$ cat config.mk
export PLATFORM = sky130hd
export DESIGN_NAME = seg_scan_ctrl_flat
export DESIGN_NICKNAME = d
export VERILOG_FILES = /design/src/rtl/seg_scan_ctrl_if.sv /design/src/rtl/seg_scan_ctrl.sv /design/src/flat_wrapper.sv
export SDC_FILE = /design/constraint.sdc
export NUM_CORES = 1
export LEC_CHECK = 0
export ABC_AREA = 1
export CAP_MARGIN = 20
export CORE_UTILIZATION = 25
export CTS_CLUSTER_DIAMETER = 30
export DETAILED_ROUTE_END_ITERATION = 10
export GPL_TIMING_DRIVEN = 0
export HOLD_SLACK_MARGIN = 0.15
export SYNTH_ARGS = -nofsm -noshare
export SYNTH_HDL_FRONTEND = slang
export SYNTH_SLANG_ARGS = --single-unit
export TNS_END_PERCENT = 5
$ cat constraint.sdc
create_clock -name clk -period 4 [get_ports clk]
set_input_delay 0.8 -clock clk [delete_from_list [all_inputs] [get_ports clk]]
set_output_delay 0.8 -clock clk [all_outputs]
set_load 0.01 [all_outputs]
$ cat src/rtl/seg_scan_ctrl_if.sv
// seg_scan_ctrl_if: application/display bundle for the 7-segment scan controller.
//   load, data, dp_mask, lz_blank : application side, captured on load
//   an, seg, dp, frame            : display side, all active-low except frame
// master = application/display owner, slave = seg_scan_ctrl.
interface seg_scan_ctrl_if;
  logic        load;
  logic [15:0] data;
  logic [3:0]  dp_mask;
  logic        lz_blank;
  logic [3:0]  an;
  logic [6:0]  seg;
  logic        dp;
  logic        frame;

  modport master (
    output load, data, dp_mask, lz_blank,
    input  an, seg, dp, frame
  );

  modport slave (
    input  load, data, dp_mask, lz_blank,
    output an, seg, dp, frame
  );
endinterface

$ cat src/rtl/seg_scan_ctrl.sv
// seg_scan_ctrl: time-multiplexed scan controller for a 4-digit common-anode
// 7-segment display.
//   clk, rst : clock (rising edge), synchronous active-high reset
//   bus      : seg_scan_ctrl_if.slave (load/data/dp_mask/lz_blank in,
//              an/seg/dp/frame out)
// A load lands in shadow registers; shadow moves to the active set only at the
// frame boundary (end of the digit-3 slot) so a frame never mixes two values.
// Each DIV-cycle slot starts with BLANK all-off cycles to suppress ghosting.

// Per-digit decode: BCD nibble to active-low abcdefg, with a force-off input.
module seg_scan_dec (
  input  logic [3:0] nib,
  input  logic       blank,
  output logic [6:0] seg
);
  always_comb begin
    seg = 7'b1111111;
    if (!blank) begin
      case (nib)
        4'd0:    seg = 7'b0000001;
        4'd1:    seg = 7'b1001111;
        4'd2:    seg = 7'b0010010;
        4'd3:    seg = 7'b0000110;
        4'd4:    seg = 7'b1001100;
        4'd5:    seg = 7'b0100100;
        4'd6:    seg = 7'b0100000;
        4'd7:    seg = 7'b0001111;
        4'd8:    seg = 7'b0000000;
        4'd9:    seg = 7'b0000100;
        default: seg = 7'b1111111;
      endcase
    end
  end
endmodule

module seg_scan_ctrl #(
  parameter int DIV   = 50000,
  parameter int BLANK = 16
) (
  input logic            clk,
  input logic            rst,
  seg_scan_ctrl_if.slave bus
);
  localparam int NUM_DIG = 4;
  localparam int CW      = $clog2(DIV);

  logic [CW-1:0] cnt;
  logic [1:0]    idx;

  logic [15:0] sh_data, ac_data;
  logic [3:0]  sh_dp,   ac_dp;
  logic        sh_lz,   ac_lz;

  logic slot_end, boundary, drive;
  assign slot_end = (cnt == CW'(DIV - 1));
  assign boundary = slot_end && (idx == 2'd3);
  assign drive    = (cnt >= CW'(BLANK));

  // Decoded segments for every digit; the scan just picks one by idx.
  logic [NUM_DIG-1:0][6:0] dig_seg;
  logic [NUM_DIG-1:0]      nz_above;  // some nibble in i..3 is non-zero
  logic [NUM_DIG-1:0]      lz_off;

  genvar g;
  generate
    for (g = 0; g < NUM_DIG; g++) begin : g_dig
      assign nz_above[g] = |ac_data[15:4*g];
      // Digit 0 always shows, so a value of zero still displays "0".
      if (g == 0) begin : g_lsd
        assign lz_off[g] = 1'b0;
      end else begin : g_msd
        assign lz_off[g] = ac_lz && !nz_above[g];
      end
      seg_scan_dec u_dec (
        .nib   (ac_data[4*g +: 4]),
        .blank (lz_off[g]),
        .seg   (dig_seg[g])
      );
    end
  endgenerate

  always_ff @(posedge clk) begin
    if (rst) begin
      cnt       <= '0;
      idx       <= '0;
      sh_data   <= '0;
      sh_dp     <= '0;
      sh_lz     <= 1'b0;
      ac_data   <= '0;
      ac_dp     <= '0;
      ac_lz     <= 1'b0;
      bus.an    <= 4'b1111;
      bus.seg   <= 7'b1111111;
      bus.dp    <= 1'b1;
      bus.frame <= 1'b0;
    end else begin
      cnt <= slot_end ? '0 : cnt + CW'(1);
      if (slot_end) idx <= idx + 2'd1;

      // Active takes the pre-edge shadow, so a load on the boundary cycle
      // itself waits for the next frame.
      if (boundary) begin
        ac_data <= sh_data;
        ac_dp   <= sh_dp;
        ac_lz   <= sh_lz;
      end
      if (bus.load) begin
        sh_data <= bus.data;
        sh_dp   <= bus.dp_mask;
        sh_lz   <= bus.lz_blank;
      end

      // Outputs are a registered view of the current (pre-edge) cnt/idx.
      bus.frame <= boundary;
      if (drive) begin
        bus.an  <= ~(4'b0001 << idx);
        bus.seg <= dig_seg[idx];
        bus.dp  <= ~ac_dp[idx];
      end else begin
        bus.an  <= 4'b1111;
        bus.seg <= 7'b1111111;
        bus.dp  <= 1'b1;
      end
    end
  end
endmodule

$ cat src/flat_wrapper.sv
// flat-port wrapper written by rule: the top's interface ports become plain ports
module seg_scan_ctrl_flat 
#(
  parameter int DIV   = 50000,
  parameter int BLANK = 16
)
  (clk, rst, bus_load, bus_data, bus_dp_mask, bus_lz_blank, bus_an, bus_seg, bus_dp, bus_frame);
  seg_scan_ctrl_if bus_i ();
  input logic clk;
  input logic rst;
  input wire logic [$bits(bus_i.load)-1:0] bus_load;
  input wire logic [$bits(bus_i.data)-1:0] bus_data;
  input wire logic [$bits(bus_i.dp_mask)-1:0] bus_dp_mask;
  input wire logic [$bits(bus_i.lz_blank)-1:0] bus_lz_blank;
  output wire logic [$bits(bus_i.an)-1:0] bus_an;
  output wire logic [$bits(bus_i.seg)-1:0] bus_seg;
  output wire logic [$bits(bus_i.dp)-1:0] bus_dp;
  output wire logic [$bits(bus_i.frame)-1:0] bus_frame;
  assign bus_i.load = bus_load;
  assign bus_i.data = bus_data;
  assign bus_i.dp_mask = bus_dp_mask;
  assign bus_i.lz_blank = bus_lz_blank;
  assign bus_an = bus_i.an;
  assign bus_seg = bus_i.seg;
  assign bus_dp = bus_i.dp;
  assign bus_frame = bus_i.frame;
  seg_scan_ctrl #(.DIV(DIV), .BLANK(BLANK)) u_core (.clk(clk), .rst(rst), .bus(bus_i));
endmodule
==> results.sh <==
export IMPL_synth_area_leaders="dfxtp_1 (41%), ha_1 (6.6%), nand2_1 (6.5%)"
export IMPL_worst_pin_slew_ps=649
export IMPL_startpoint="u_core.idx[0]$_SDFFE_PP0N_"
export IMPL_crit_path_max_fanout=10
export IMPL_rsz0062_at_grt="false"
export IMPL_initial_utilization_pct=25.5
export IMPL_clock_path_buffers=2
export IMPL_cts_resized=0
export IMPL_initialDrtViolationCount=197
export IMPL_setup_viol=0
export IMPL_async_flop_share_pct=0
export IMPL_synth_seq_cells=101
export IMPL_fin_worst_skew_ps=4.96
export IMPL_insertion_delay_ps=350
export IMPL_synth_compound_area_share_pct=9.28
export IMPL_synth_area_per_cell_um2=8.08
export IMPL_grt_pass1_vias=3669
export IMPL_num_vias=3848
export IMPL_synth_nets=662
export IMPL_yosys_area_top_type="dfxtp_1"
export IMPL_synth_most_common_cell="dfxtp_1"
export IMPL_grt_overflow=0
export IMPL_vdd_drop_max_mv=0.219
export IMPL_cts_clk_slew_worst_paths_ps=70
export IMPL_muxShareOfSynthArea_pct=0
export IMPL_area_growth_syn_to_layout_pct=19.7
export IMPL_synth_top_cell_area_share_pct=40.9
export IMPL_place_gp_congestion=0.800
export IMPL_p_per_area_mw_per_mm2=336
export IMPL_slew_violations=0
export IMPL_fin_area_mm2=0.00592
export IMPL_fp_dieW_um=143
export IMPL_dp_hpwl_mm=8.27
export IMPL_fin_total_pwr_w=0.00199
export IMPL_finalCriticalPeriod_ps=2410
export IMPL_cp_required_ps=4240
export IMPL_yosysWarnings=0
export IMPL_cts_tree="done"
export IMPL_endpoint_kind="register"
export IMPL_cp_start_kind="register"
export IMPL_crit_type="reg2reg"
export IMPL_drive_gt1_share_pct=13.6
export IMPL_grt_total_usage_pct=11.4
export IMPL_drt_vias_per_instance=4.15
export IMPL_r2r_setup_slack_ps=1590
export IMPL_fin_util_pct=30.5
export IMPL_placementRows=51
export IMPL_n_antenna_cell=0
export IMPL_holdCritPathClass="reg2reg"
export IMPL_h_tree_depth=3
export IMPL_yosys_area_share_simple_pct=33.3
export IMPL_dpl_cell_area_mm2=0.00562
export IMPL_p_leak_nw=2.71
export IMPL_ys_flop_type="dfxtp_1"
export IMPL_clockRootBuffer="clkbuf_16"
export IMPL_postCtsSetupBuffers=0
export IMPL_synthTopCellsByCount="dfxtp_1 (101), nand2_1 (86), inv_1 (82), nor2_1 (69), o21ai_0 (41)"
export IMPL_setup_tns_ps=0
export IMPL_outcome="finished clean"
export IMPL_grt_pass1_wl_mm=18.1
export IMPL_hold_buffers=0
export IMPL_design_die_area_mm2=0.0204
export IMPL_hold_violations=0
export IMPL_r2r_cells=10
export IMPL_synth_edf_count=0
export IMPL_synth_top_family_by_area="simple AND/OR/NAND/NOR gates"
export IMPL_io_buffers=34
export IMPL_finalCritPeriodShare_pct=60.3
export IMPL_synthCells=612
export IMPL_core_mm2=0.0194
export IMPL_routedWlPerCell_um=11.4
export IMPL_arrival_ps=2660
export IMPL_fp_dieH_um=143
export IMPL_antenna_left=0
export IMPL_maxCapViolCount=0
export IMPL_post_place_ws_ps=1520
export IMPL_synth_fa_ha_area_share_pct=6.58
export IMPL_wl_mm=10.6
export IMPL_synth_xor_area_share_pct=0.354
export IMPL_fmax_mhz=414
export IMPL_cts_buffers_inserted=9
export IMPL_antenna_found_initial=0
export IMPL_ys_seq_area_share_pct=40.9
export IMPL_synth_cell_types=41
export IMPL_num_fill_cells=2132
export IMPL_firstDrtPassIters=4
export IMPL_cts_sinks=101
export IMPL_r2r_start="u_core.idx[0]$_SDFFE_PP0N_"
export IMPL_netlist_area_mm2=0.00495
export IMPL_slew_headroom_pct=56.3
export IMPL_io_pins=37
export IMPL_grt_max_degree=17
export IMPL_nNetsFinal=707
export IMPL_worst_slack_ps=1590
export IMPL_drc=0
how the worst min path moves through the flow:
stage / depth (start not counted) / to / from / slack [ps]
floorplan: 2 / u_core.sh_data[10]$_SDFFE_PP0P_ / u_core.sh_data[10]$_SDFFE_PP0P_ / 430
global placement: 2 / u_core.sh_data[5]$_SDFFE_PP0P_ / u_core.sh_data[5]$_SDFFE_PP0P_ / 450
detailed placement: 2 / u_core.sh_data[0]$_SDFFE_PP0P_ / u_core.sh_data[0]$_SDFFE_PP0P_ / 450
CTS: 2 / u_core.sh_data[0]$_SDFFE_PP0P_ / u_core.sh_data[0]$_SDFFE_PP0P_ / 460
global route: 2 / u_core.sh_data[5]$_SDFFE_PP0P_ / u_core.sh_data[5]$_SDFFE_PP0P_ / 480
finish: 2 / u_core.sh_data[4]$_SDFFE_PP0P_ / u_core.sh_data[4]$_SDFFE_PP0P_ / 460
power by group:
group / switching, W / internal, W
Clock: 0.000377 / 0.000503
Combinational: 0.0000417 / 0.0000330
Sequential: 0.00000938 / 0.00102
cells by family (layout without fill, tap and decap cells):
family / Yosys count / count (layout)
simple gates: 285 / 285
xor+xnor: 2 / 2
buf+inv: 112 / 162
compound gates: 86 / 86
fa+ha+maj: 26 / 26
flops: 101 / 101
critical path, cell delays in order, from the launching register on:
cell and delay [ps]:
dfxtp_1 350, ha_1 320, clkbuf_1 530, nand4_1 180, nand3_1 290, inv_1 110
ha_1 220, inv_1 50, nand4_1 90, nand3_1 110, nand2_1 40
layer usage:
metal | wire, um | GRT usage [%]
met1 | 5440 | 15.2
met4 | 92 | 3.17
met5 | 0 | 0
met3 | 514 | 3.35
met2 | 4530 | 17.8
final cells by class:
type | count | area (um^2) | share of cell area (%)
multi-input combinational | 399 | 2450 | 41.4
tap | 265 | 332 | 5.60
clock inverter | 5 | 58.8 | 0.993
timing repair buffer | 34 | 340 | 5.75
buffer | 23 | 133 | 2.24
sequential | 101 | 2020 | 34.2
inverter | 89 | 344 | 5.81
clock buffer | 11 | 243 | 4.10
through the flow:
| step | hold slack, ps | cells |
|---|---|---|
| final | 456 | 927 |
| after global routing | 478 | 927 |
| after CTS | 459 | 927 |
| after detailed placement | 449 | 911 |
| after global placement | 446 | 911 |
| after floorplan | 430 | 612 |
cells in the final DEF (no fill, tap or decap), types with 3 or more instances in the layout:
master	count
nand3_2	10
or2_2	7
nor2_1	69
nand2_2	9
o21ai_1	3
nor2_4	6
a211oi_1	6
inv_1	82
clkbuf_1	15
clkdlybuf4s50_1	34
o21ai_0	41
clkbuf_16	9
buf_2	3
buf_4	3
nand3_4	3
nand2_1	86
dfxtp_1	101
nand2_4	13
a21oi_1	31
nand4_1	34
nand3_1	31
nor2_8	5
inv_4	4
ha_1	26
(Power assumes the default switching activity.)
